<file path="config.mk">
export PLATFORM = sky130hd
export DESIGN_NAME = rst_seq_ctrl
export DESIGN_NICKNAME = d
export VERILOG_FILES = /design/src/rtl/rst_seq_ctrl.sv
export SDC_FILE = /design/constraint.sdc
export NUM_CORES = 1
export LEC_CHECK = 0
export CORE_MARGIN = 2
export CORE_UTILIZATION = 40
export CTS_BUF_LIST = sky130_fd_sc_hd__clkbuf_8
export CTS_CLUSTER_SIZE = 30
export DETAILED_ROUTE_END_ITERATION = 10
export GPL_TIMING_DRIVEN = 0
export SYNTH_ARGS = -nofsm -noshare
export SYNTH_HDL_FRONTEND = slang
export SYNTH_SLANG_ARGS = --single-unit
</file>
<file path="constraint.sdc">
create_clock -name clkout -period 2.82 [get_ports clkout]
set_clock_uncertainty 0.1 [all_clocks]
set_input_delay 0.423 -clock clkout [delete_from_list [all_inputs] [get_ports clkout]]
set_output_delay 0.423 -clock clkout [all_outputs]
set_load 0.01 [all_outputs]
</file>
<file path="src/rtl/rst_seq_ctrl.sv">
// Reset sequencer: synchronises ext_reset, debounces the reset button, accepts a software request,
// and releases NUM_DOMAINS active-low resets in staggered order. RST_SINGLE_STEP_EN adds CPU single-step.
module rst_seq_ctrl #(
  parameter int NUM_DOMAINS     = 3,
  parameter int SYNC_STAGES     = 2,
  parameter int STRETCH_CYCLES  = 16,
  parameter int STAGGER_CYCLES  = 4,
  parameter int DEBOUNCE_CYCLES = 65536
) (
  input  logic                   clkout,
  input  logic                   ext_reset,
  input  logic                   btn_resetn,
  input  logic                   sw_reset_req,
`ifdef RST_SINGLE_STEP_EN
  input  logic                   step_mode,
  input  logic                   step_btn,
`endif
  output logic [NUM_DOMAINS-1:0] rstn_out,
  output logic                   seq_done,
  output logic [1:0]             reset_cause,
  output logic                   cpu_ce
);

  localparam int MAX_SS = (STRETCH_CYCLES > STAGGER_CYCLES) ? STRETCH_CYCLES : STAGGER_CYCLES;
  localparam int MAX_P  = (MAX_SS > DEBOUNCE_CYCLES) ? MAX_SS : DEBOUNCE_CYCLES;
  localparam int CNT_W  = $clog2(MAX_P) + 1;
  localparam int RI_W   = $clog2(NUM_DOMAINS) + 1;

  localparam logic [CNT_W-1:0] STRETCH_LAST = CNT_W'(STRETCH_CYCLES - 1);
  localparam logic [CNT_W-1:0] STAGGER_LAST = CNT_W'(STAGGER_CYCLES - 1);
  localparam logic [CNT_W-1:0] DEB_LAST     = CNT_W'(DEBOUNCE_CYCLES - 1);
  localparam logic [RI_W-1:0]  RI_LAST      = RI_W'(NUM_DOMAINS - 1);

  localparam logic [1:0] CAUSE_EXT = 2'd0;
  localparam logic [1:0] CAUSE_BTN = 2'd1;
  localparam logic [1:0] CAUSE_SW  = 2'd2;

  typedef enum logic [2:0] {HOLD, RELEASE, RUN, DEBOUNCE, WAIT_REL} state_e;

  function automatic logic [CNT_W-1:0] sat_inc(input logic [CNT_W-1:0] v);
    return (&v) ? v : v + 1'b1;
  endfunction

  logic [SYNC_STAGES-1:0] rst_sync_q;
  logic [SYNC_STAGES-1:0] btn_sync_q;
  logic                   rst_int_n;
  logic                   btn_s;

  state_e                 state_q, state_d;
  logic [CNT_W-1:0]       cnt_q, cnt_d, cnt_inc;
  logic [RI_W-1:0]        ri_q, ri_d;
  logic [NUM_DOMAINS-1:0] rstn_q, rstn_d;
  logic                   done_q, done_d;
  logic [1:0]             cause_q, cause_d;

  // Deassertion of ext_reset and the raw button both cross into clkout here
  always_ff @(posedge clkout or negedge ext_reset) begin
    if (!ext_reset) begin
      rst_sync_q <= '0;
      btn_sync_q <= '1;
    end else begin
      rst_sync_q <= {rst_sync_q[SYNC_STAGES-2:0], 1'b1};
      btn_sync_q <= {btn_sync_q[SYNC_STAGES-2:0], btn_resetn};
    end
  end

  assign rst_int_n = rst_sync_q[SYNC_STAGES-1];
  assign btn_s     = btn_sync_q[SYNC_STAGES-1];

  always_ff @(posedge clkout or negedge ext_reset) begin
    if (!ext_reset) begin
      state_q <= HOLD;
      cnt_q   <= '0;
      ri_q    <= '0;
      rstn_q  <= '0;
      done_q  <= 1'b0;
      cause_q <= CAUSE_EXT;
    end else begin
      state_q <= state_d;
      cnt_q   <= cnt_d;
      ri_q    <= ri_d;
      rstn_q  <= rstn_d;
      done_q  <= done_d;
      cause_q <= cause_d;
    end
  end

  always_comb begin
    state_d = state_q;
    cnt_d   = cnt_q;
    ri_d    = ri_q;
    rstn_d  = rstn_q;
    done_d  = done_q;
    cause_d = cause_q;
    cnt_inc = sat_inc(cnt_q);
    if (!rst_int_n) begin
      state_d = HOLD;
      cnt_d   = '0;
      ri_d    = '0;
      rstn_d  = '0;
      done_d  = 1'b0;
      cause_d = CAUSE_EXT;
    end else if (sw_reset_req) begin
      state_d = HOLD;
      cnt_d   = '0;
      ri_d    = '0;
      rstn_d  = '0;
      done_d  = 1'b0;
      cause_d = CAUSE_SW;
    end else begin
      case (state_q)
        HOLD: begin
          if (cnt_q == STRETCH_LAST) begin
            state_d = RELEASE;
            cnt_d   = '0;
          end else begin
            cnt_d = cnt_inc;
          end
        end
        RELEASE: begin
          if (cnt_q == STAGGER_LAST) begin
            cnt_d = '0;
            ri_d  = ri_q + 1'b1;
            for (int i = 0; i < NUM_DOMAINS; i++) begin
              if (ri_q == RI_W'(i)) rstn_d[i] = 1'b1;
            end
            if (ri_q == RI_LAST) begin
              done_d  = 1'b1;
              state_d = RUN;
            end
          end else begin
            cnt_d = cnt_inc;
          end
        end
        RUN: begin
          if (!btn_s) begin
            state_d = DEBOUNCE;
            cnt_d   = '0;
          end
        end
        DEBOUNCE: begin
          // Entry counts as the first low sample, so completion lands on the DEBOUNCE_CYCLES-th
          if (btn_s) begin
            state_d = RUN;
          end else if (cnt_inc == DEB_LAST) begin
            state_d = WAIT_REL;
            cnt_d   = '0;
            ri_d    = '0;
            rstn_d  = '0;
            done_d  = 1'b0;
            cause_d = CAUSE_BTN;
          end else begin
            cnt_d = cnt_inc;
          end
        end
        WAIT_REL: begin
          if (btn_s) begin
            state_d = HOLD;
            cnt_d   = '0;
            ri_d    = '0;
          end
        end
        default: begin
          state_d = HOLD;
          cnt_d   = '0;
          ri_d    = '0;
        end
      endcase
    end
  end

  assign rstn_out    = rstn_q;
  assign seq_done    = done_q;
  assign reset_cause = cause_q;

`ifdef RST_SINGLE_STEP_EN
  logic [SYNC_STAGES-1:0] step_sync_q;
  logic [CNT_W-1:0]       step_cnt_q, step_cnt_d;
  logic                   step_wait_q, step_wait_d;
  logic                   step_pulse_q, step_pulse_d;
  logic                   step_s;

  assign step_s = step_sync_q[SYNC_STAGES-1];

  always_ff @(posedge clkout or negedge ext_reset) begin
    if (!ext_reset) begin
      step_sync_q  <= '1;
      step_cnt_q   <= '0;
      step_wait_q  <= 1'b0;
      step_pulse_q <= 1'b0;
    end else begin
      step_sync_q  <= {step_sync_q[SYNC_STAGES-2:0], step_btn};
      step_cnt_q   <= step_cnt_d;
      step_wait_q  <= step_wait_d;
      step_pulse_q <= step_pulse_d;
    end
  end

  // One pulse per press; step_wait holds off re-triggering until the button is released
  always_comb begin
    step_cnt_d   = step_cnt_q;
    step_wait_d  = step_wait_q;
    step_pulse_d = 1'b0;
    if (step_s) begin
      step_cnt_d  = '0;
      step_wait_d = 1'b0;
    end else if (!step_wait_q) begin
      if (step_cnt_q == DEB_LAST) begin
        step_pulse_d = 1'b1;
        step_wait_d  = 1'b1;
      end else begin
        step_cnt_d = sat_inc(step_cnt_q);
      end
    end
  end

  assign cpu_ce = ~step_mode | ~(&rstn_q) | step_pulse_q;
`else
  assign cpu_ce = 1'b1;
`endif

endmodule

</file>
==> flow_summary.ini, run 1 <==
[final_layout]
drive_gt1_share_pct = 21.48
fill_cells = 511
postLayoutCellArea_sq_um = 2882
n_antenna_cell = 0
final_net_count = 306
multi_input_area_sq_um = 1483
area.sequential_sq_um = 810.8
syn_to_final_growth_pct = 23.02

[clock_network]
htree_levels = 2
cts_tree = built
numClockSinks = 32
clock_path_buffers = 2
cts_made_buffers = 5
cts_root_buf = clkbuf_8
clk_pin_slew_ns = 0.08
clk_latency_ns = 0.30
ctsHoldBuffers = 0

[floorplanning]
die_w_microns = 80.52
start_util_pct = 42.02
num_io_pins = 11
die_h_microns = 80.52
coreArea_sq_um = 5574
die_area_sq_um = 6483
rows = 27

[min_path]
hold_path_class = in2async

[detailed_routing]
wl_met3_microns = 418
top_layer = met4
drc = 0
drt-wirelength-per-cell_microns = 17.53
via_per_inst = 6.165
drt_first_pass_iters = 5
first_iter_violations = 381
antenna_left = 0
route.layer.met1.wl_microns = 3079
num_vias = 2281
drt_wl_total_microns = 6486
routed-wl-met2_microns = 2903

[grt]
track_usage_pct = 21.84
grt_max_degree = 33
grt_antenna_before_repair = 0
grt_pass1_wl_microns = 10830
gr-total-overflow = 0
grt_pass1_vias = 2131

[logic_synthesis]
postSynthAreaPerCell_sq_um = 8.805
synth_warnings = 0
ys_async_sr_fraction_pct = 100.0
ys.flop_type = dfrtp_1
synth_area_sq_um = 2342
ys_seq_area_share_pct = 34.29
synth_edf_count = 0
ys_ff_latch = 32
ys_types = 67
synth_cells = 266

[sta]
holdWs_ns = 0.08006
finalCriticalPeriod_ns = 2.754
setup_viol = 0
max_freq_mhz = 363.1
tightestPinTransition_ns = 0.7477
slew_violations = 0
hold_viol_final = 0
max_slew_margin_pct = 49.86
fin_crit_sh_pct = 97.67

[place]
place.detailed.hpwl_microns = 4290
placed_area_sq_um = 2521
port_buffers = 9
gp_congestion = 0.9497

[critical_path]
crit_chain = ha_4 > buf_4 > buf_4 > mux2_2 > a21o_1 > a31oi_2 > o41ai_4 > buf_6 > buf_6 > a211oi_1 > o32a_1
slowest_stage = dfrtp_2
arrival_ns = 2.89
critical_path.max_fanout = 10
critPathCaptureType = flip-flop
critPathLaunchType = flip-flop
critPathKind = reg2reg
worstPathRequired_ns = 2.95
worst_path_largest_cell_delay_ns = 0.45

[job]
cap_violations = 0

[power]
ir_worst_vdd_mv = 0.2139
p_per_area_nw_per_um2 = 365.1
power_leakage_nw = 1.265
power_mw = 1.052

[run_status]
status = completed
[cell usage after synthesis, types with 3 or more instances]
cell type	count	share of area, %
a211oi_1	18	5.8
a21o_1	4	1.3
a21oi_1	10	2.1
a221o_1	6	2.6
a31oi_1	4	1.1
and3_1	10	2.7
buf_2	4	0.85
buf_4	3	0.96
clkbuf_1	17	2.7
dfrtp_1	30	32
ha_1	5	2.7
inv_1	6	0.96
nand2_1	25	4.0
nand2b_1	4	1.1
nand3_1	16	3.4
nand4_1	3	0.80
nor2_1	15	2.4
nor3_1	4	0.85
nor3b_1	3	0.96
nor4_1	4	1.1
o21ai_0	10	2.1
o21ai_1	4	0.85
o22a_1	5	1.9
or3_1	3	0.80
xnor2_1	3	1.1
[metrics by stage]
stage	TNS [ns]	util (%)	setup slack (ns)	cells
after floorplan	0	-	0.01055	267
after global placement	-7.925	45.32	-0.3952	348
after detailed placement	-8.071	45.23	-0.4113	348
after CTS	-0.02339	49.56	-0.02339	363
after global routing	-0.03671	51.69	-0.01617	370
final	0	51.69	0.06573	370
[sequential cells by signal, summed over array words and instances (netlist names)]
name         count
cnt_q           17
seq_done         1
reset_cause      2
ri_q             3
rstn_out         2
rst_sync_q       2
btn_sync_q       2
state_q          3
[kinds of logic after synthesis]
group / Yosys count / synth area share, %
and+or+nand+nor: 106 / 26.87
muxes: 3 / 1.389
buffers and inverters: 31 / 5.983
DFF: 32 / 34.29
xor gates and xnor gates: 3 / 1.122
other: 1 / 0.1601
adders and majority gates: 5 / 2.671
AOI/OAI and AO/OA: 85 / 27.51
[layout by cell type (no fill, tap or decap), drive strengths merged, types with 5 or more instances in the layout]
| master | count |
|---|---|
| nand3 | 17 |
| and3 | 10 |
| nor2 | 15 |
| nand2 | 25 |
| ha | 5 |
| clkbuf | 22 |
| nor3 | 5 |
| o21ai | 14 |
| inv | 6 |
| nand4 | 6 |
| a221o | 6 |
| nor4 | 6 |
| a211oi | 18 |
| dfrtp | 30 |
| o22a | 6 |
| a21oi | 11 |
| clkdlybuf4s50 | 8 |
| buf | 23 |
[layer usage]
| layer | GRT usage [%] | vias up |
|---|---|---|
| li1 | - | 1076 |
| met1 | 32.19 | 1093 |
| met2 | 32.25 | 102 |
| met3 | 3.708 | 10 |
| met4 | 6.949 | 0 |
| met5 | 0 | - |
[power by group]
group | internal (mW) | leakage [nW] | total [mW] | switching, mW
logic | 0.0445 | 0.789 | 0.124 | 0.0798
clock network | 0.261 | 0.0541 | 0.452 | 0.190
registers | 0.469 | 0.422 | 0.476 | 0.00650
total | 0.775 | 1.27 | 1.05 | 0.277
[critical path, delay by kind of cell (launching register included)]
| kind | cells | cell delay (ns) |
|---|---|---|
| muxes | 1 | 0.25 |
| DFF | 1 | 0.45 |
| adders and majority gates | 1 | 0.19 |
| AOI/OAI and AO/OA | 5 | 1.14 |
| buffers and inverters | 4 | 0.56 |
[cell type report]
type	instances	share of cell area [%]
clock buffers	5	2.388
repair buffers	25	7.859
flip-flops and latches	32	28.14
well taps	72	3.126
clock inverters	3	1.476
inverters	6	0.7816
plain buffers	23	4.776
multi-input cells	204	51.45
[repair_timing]
action / in CTS / in global routing
pin swaps: 3 / 7
gates resized for setup: 20 / 15
cloned: 0 / 1
setup endpoints to repair: 26 / 25
buffers inserted: 7 / 8
[worst paths after layout]
| path | start | to | slack [ns] | cells after the start |
|---|---|---|---|---|
| worst max-delay path | cnt_q[1] | cnt_q[12] | 0.07 | 11 |
| worst min-delay path | ext_reset | cnt_q[16] | 0.08 | 1 |
| worst max register to register | cnt_q[1] | cnt_q[12] | 0.07 | 11 |
| worst min register to register | btn_sync_q[0] | btn_sync_q[1] | 0.25 | 0 |
| max in group asynchronous | ext_reset | cnt_q[6] | 2.02 | 1 |
| min in group clkout | btn_sync_q[0] | btn_sync_q[1] | 0.25 | 0 |
(Power assumes the default switching activity.)
==> run 2, diff against run 1 <==
- ABC_AREA: default -> 1
==> run 2 against run 1 <==
Net effect:
- worst setup slack better by 0.26 ns
- critical endpoint is now cnt_q[1]
- wire length is 19% lower
- area after synthesis is 1.5% lower
- register-to-register slack better by 0.28 ns
- first-iteration DRC count is 69% lower
- power is 5.3% higher
- fmax is 11% higher
- die area is 1.4% lower
==> flow_summary.ini, run 2 <==
[place]
gp_congestion = 0.9646
placed_cells = 413
place.detailed.hpwl_microns = 3991
port_buffers = 9

[clock_network]
clk_latency_ns = 0.30
htree_levels = 2
cts_root_buf = clkbuf_8
cts_tree = built
cts_made_buffers = 5
clock_path_buffers = 2
ctsHoldBuffers = 0
clk_pin_slew_ns = 0.08
numClockSinks = 32
post-cts-setup-buffers = 0

[sta]
setup_viol = 0
max_freq_mhz = 401.3
rsz0062_at_grt = false
fin_crit_sh_pct = 88.36
slew_violations = 0
finalCriticalPeriod_ns = 2.492
tightestPinTransition_ns = 0.7322
tns_ns = 0
max_slew_margin_pct = 51.19
hold_viol_final = 0

[critical_path]
arrival_ns = 2.62
critical_path.max_fanout = 10
worstPathRequired_ns = 2.94
critPathCaptureType = flip-flop
critPathLaunchType = input pin
worst_path_largest_cell_delay_ns = 0.48
critPathKind = in2reg
crit_chain = clkdlybuf4s50_1 > nor2_1 > inv_2 > nor2_1 > inv_1 > o21ai_0 > nor2_1 > inv_2 > a211oi_4 > buf_2 > nand3_1 > nand2_1
crit_top_cell = nor2_1
slowest_stage = clkdlybuf4s50_1

[floorplanning]
rows = 27
die_w_microns = 79.95
coreArea_sq_um = 5540
num_io_pins = 11
die_h_microns = 79.95
die_area_sq_um = 6391
start_util_pct = 41.64

[logic_synthesis]
synth.most_common_cell = nand2_1
synthTopCellsByCount = 111 x nand2_1, 36 x nor2_1, 30 x dfrtp_1, 30 x nand3_1, 27 x inv_1
yosysTopAreaCellShare_pct = 32.54
ys_seq_area_share_pct = 34.82
synth.area.top_cells = dfrtp_1 33%, nand2_1 18%, nand3_1 6.5%
synth_cells = 331
ys_ff_latch = 32
synth_top_area_cell = dfrtp_1
ys_types = 33
synth_area_sq_um = 2307
ys_async_sr_fraction_pct = 100.0
postSynthAreaPerCell_sq_um = 6.970
ys.flop_type = dfrtp_1
synth_warnings = 0
synth_edf_count = 0

[grt]
grt_max_degree = 33
grt_pass1_vias = 1888
track_usage_pct = 18.16
grt_pass1_wl_microns = 9025
grt_antenna_before_repair = 0
gr-total-overflow = 0

[power]
p_sw_uw = 307.1
ir_worst_vdd_mv = 0.2909
intPower_uw = 800.9
power_frac_clock_pct = 40.6
p_per_area_nw_per_um2 = 422.7
power_mw = 1.108
combPwrFrac_pct = 14.8
power_leakage_nw = 1.259
p_seq_share_pct = 44.7
swShare_pct = 27.72

[final_layout]
syn_to_final_growth_pct = 13.61
largest_register_ffs = 17
regMostFlops = cnt_q
final_common_cell = nand2_1
final_net_count = 357
final_cell_count_no_fill = 421
n_antenna_cell = 0
top_regs = cnt_q: 17 flops, ri_q: 3 flops, state_q: 3 flops
fill_cells = 571
drive_gt1_share_pct = 14.33
final_cell_mix = 111 x nand2_1, 36 x nor2_1, 30 x nand3_1, 28 x dfrtp_1, 27 x inv_1

[detailed_routing]
drt_wl_total_microns = 5246
via_per_inst = 4.926
drt-wirelength-per-cell_microns = 12.46
drt_first_pass_iters = 4
drc = 0
num_vias = 2074
first_iter_violations = 120
antenna_left = 0

[run_status]
status = completed

[job]
cap_violations = 0

[min_path]
hold_path_class = in2async
==> run 2: area by class of cell <==
cell class / count / area, sq um / share of cell area, %
well taps: 72 / 90.09 / 3.437
clock buffers: 5 / 68.82 / 2.625
repair buffers: 9 / 85.08 / 3.246
inverters: 30 / 112.6 / 4.296
flip-flops and latches: 32 / 805.8 / 30.74
plain buffers: 8 / 57.56 / 2.196
multi-input cells: 262 / 1359 / 51.84
clock inverters: 3 / 42.54 / 1.623
==> run 2: metal layers <==
| layer | track usage [%] | routed length, microns | vias to the layer above |
|---|---|---|---|
| met2 | 27.00 | 2221 | 27 |
| met3 | 3.394 | 136 | 5 |
| met1 | 27.00 | 2824 | 936 |
| met4 | 4.576 | 64 | 0 |
| li1 | - | - | 1106 |
| met5 | 0 | 0 | - |
==> run 2: timing repair <==
item                                    4_1_cts  5_1_grt
gates resized for setup                       0        7
endpoints found under the setup margin        0       12
hold endpoints to repair                      0        0
==> run 2: path summary, 6_finish.rpt <==
check	start	endpoint	slack, ns	cells after the start
max	sw_reset_req	cnt_q[1]	0.33	12
min	ext_reset	cnt_q[15]	0.08	1
max reg2reg	cnt_q[0]	state_q[0]	0.35	16
min reg2reg	rst_sync_q[0]	rst_sync_q[1]	0.25	0
max in group asynchronous	ext_reset	cnt_q[0]	2.02	1
min in group clkout	rst_sync_q[0]	rst_sync_q[1]	0.25	0
==> run 2: cell families (layout without fill, tap and decap cells) <==
logic type               after synthesis  after routing  synth area share, %
other                                  1              2               0.1625
AO/OA/AOI/OAI                         23             23                5.585
buffers and inverters                 38             55                7.321
adder cells (fa/ha/maj)                5              5                2.711
AND/OR/NAND/NOR                      224            224                46.37
XOR/XNOR                               8              8                3.037
flip-flops                            32             32                34.82
==> run 2: metrics by stage <==
stage / utilization [%] / setup WS (ns) / hold WS [ns] / instance area (sq um)
after floorplan: - / 0.5535 / 0.02741 / 2311
after global placement: 44.96 / -0.08240 / 0.2431 / 2491
after detailed placement: 44.87 / -0.1180 / 0.2363 / 2486
after CTS: 46.88 / 0.1666 / 0.1113 / 2597
after global routing: 47.31 / 0.01690 / 0.1445 / 2621
final: 47.31 / 0.3282 / 0.07862 / 2621
==> run 2: power groups by stage <==
stage               logic [mW]  clock network [mW]  registers (mW)
floorplan                0.103                   0           0.503
global placement         0.161                   0           0.501
detailed placement       0.163                   0           0.502
CTS                      0.163               0.464           0.493
global route             0.184               0.482           0.497
finish                   0.164               0.450           0.495
==> run 2: critical path: cells and delay by family <==
family / cells / cell delay, ns
buffers and inverters: 5 / 1.20
AO/OA/AOI/OAI: 2 / 0.46
AND/OR/NAND/NOR: 5 / 0.54
==> run 3, diff against run 2 <==
- SETUP_SLACK_MARGIN: default -> 0.05
==> run 3 against run 2 <==
Net effect:
- first-iteration DRC count unchanged
- utilization about the same
- worst setup slack about the same
- clock power about the same
- clock-buffer cell count unchanged
- non-clock buffer count unchanged
- sequential share of layout area about the same
- critical path type unchanged
- largest cell class unchanged
- worst hold slack about the same
- critical path depth unchanged
- final cell count unchanged
==> flow_summary.ini, run 3 (same netlist as run 2, synthesis figures left out) <==
[detailed_routing]
drt_wl_total_microns = 5246
route.layer.met1.wl_microns = 2824
top_layer = met4
via_per_inst = 4.926
drt-wirelength-per-cell_microns = 12.46
drc = 0
antenna_left = 0
first_iter_violations = 120
num_vias = 2074
drt_first_pass_iters = 4
routed-wl-met2_microns = 2221
wl_met3_microns = 136

[grt]
gr-total-overflow = 0
grt_pass1_wl_microns = 9025
grt_pass1_vias = 1888
track_usage_pct = 18.16
grt_max_degree = 33
grt_antenna_before_repair = 0

[clock_network]
clk_pin_slew_ns = 0.08
numClockSinks = 32
cts_made_buffers = 5
cts_tree = built
clock_path_buffers = 2
clk_latency_ns = 0.30
ctsHoldBuffers = 0
cts_root_buf = clkbuf_8
htree_levels = 2

[sta]
setup_viol = 0
finalCriticalPeriod_ns = 2.492
holdWs_ns = 0.07858
max_slew_margin_pct = 51.19
fin_crit_sh_pct = 88.36
tightestPinTransition_ns = 0.7321
slew_violations = 0
tns_ns = 0
hold_viol_final = 0
rsz0062_at_grt = true
max_freq_mhz = 401.3

[critical_path]
critPathCaptureType = flip-flop
critical_path.max_fanout = 10
worstPathRequired_ns = 2.94
critPathKind = in2reg
arrival_ns = 2.62
critPathLaunchType = input pin

[final_layout]
regMostFlops = cnt_q
final_common_cell = nand2_1
drive_gt1_share_pct = 14.61
final_net_count = 357
fill_cells = 571
postLayoutCellArea_sq_um = 2623
syn_to_final_growth_pct = 13.67
largest_register_ffs = 17
top_regs = cnt_q: 17 flops, ri_q: 3 flops, state_q: 3 flops
final_cell_count_no_fill = 421
n_antenna_cell = 0
final_cell_mix = 111 x nand2_1, 36 x nor2_1, 30 x nand3_1, 27 x inv_1, 27 x dfrtp_1

[floorplanning]
die_w_microns = 79.95
die_h_microns = 79.95
coreArea_sq_um = 5540
rows = 27
start_util_pct = 41.64
num_io_pins = 11
die_area_sq_um = 6391

[power]
ir_worst_vdd_mv = 0.2909
p_seq_share_pct = 44.7
p_per_area_nw_per_um2 = 422.5
combPwrFrac_pct = 14.8
intPower_uw = 800.9
swShare_pct = 27.72
power_leakage_nw = 1.257
p_sw_uw = 307.1
power_frac_clock_pct = 40.6

[place]
place.detailed.hpwl_microns = 3991
placed_cells = 413
placed_area_sq_um = 2486
port_buffers = 9
gp_congestion = 0.9646

[min_path]
hold_path_class = in2async

[run_status]
status = completed

[job]
cap_violations = 0
-- run 3: changes by cell type in the layout (fill, tap and decap cells not counted) --
cell     change
dfrtp_1      -1
dfrtp_2      +1
-- run 3: layout make-up --
class	count	area, sq um	area share (%)
Inverter	30	112.6	4.294
Multi-Input combinational cell	262	1359	51.81
Clock inverter	3	42.54	1.622
Sequential cell	32	807.0	30.77
Clock buffer	5	68.82	2.624
Tap cell	72	90.09	3.435
Timing Repair Buffer	9	85.08	3.244
Buffer	8	57.56	2.195
-- run 3: critical path, stage by stage --
cell and delay (ns):
clkdlybuf4s50_1 0.48, nor2_1 0.13, inv_2 0.14, nor2_1 0.05, inv_1 0.09, o21ai_0 0.11
nor2_1 0.18, inv_2 0.12, a211oi_4 0.35, buf_2 0.37, nand3_1 0.12, nand2_1 0.06
-- run 3: final timing paths --
kind	slack (ns)	cells past startpoint	to	start
worst max-delay path	0.33	12	cnt_q[1]	sw_reset_req
worst min-delay path	0.08	1	cnt_q[15]	ext_reset
worst max register to register	0.35	16	state_q[0]	cnt_q[0]
worst min register to register	0.25	0	rst_sync_q[1]	rst_sync_q[0]
max in group asynchronous	2.02	1	cnt_q[0]	ext_reset
min in group clkout	0.25	0	rst_sync_q[1]	rst_sync_q[0]
-- run 3: metrics by stage --
step	power, mW	utilization, %	setup slack, ns
3_5_place_dp	0.6643	44.87	-0.1180
2_1_floorplan	0.6052	-	0.5535
3_3_place_gp	0.6629	44.96	-0.08240
6_report	1.108	47.34	0.3282
4_1_cts	1.120	46.88	0.1666
5_1_grt	1.164	47.34	0.03363
-- run 3: routing by layer --
layer	GRT usage, %	vias to the layer above
met2	27.00	27
met5	0	-
met3	3.394	5
met1	27.00	936
li1	-	1106
met4	4.576	0
-- run 3: repair_timing --
item | CTS | global route
setup buffers | 0 | 0
resized for setup | 0 | 8
endpoints found under the setup margin | 0 | 16
-- run 3: power by group through the flow --
stage / Clock [mW] / Sequential, mW / Combinational, mW
4_1_cts: 0.464 / 0.493 / 0.163
6_report: 0.450 / 0.495 / 0.164
5_1_grt: 0.482 / 0.497 / 0.184
3_3_place_gp: 0 / 0.501 / 0.161
3_5_place_dp: 0 / 0.502 / 0.163
2_1_floorplan: 0 / 0.503 / 0.103
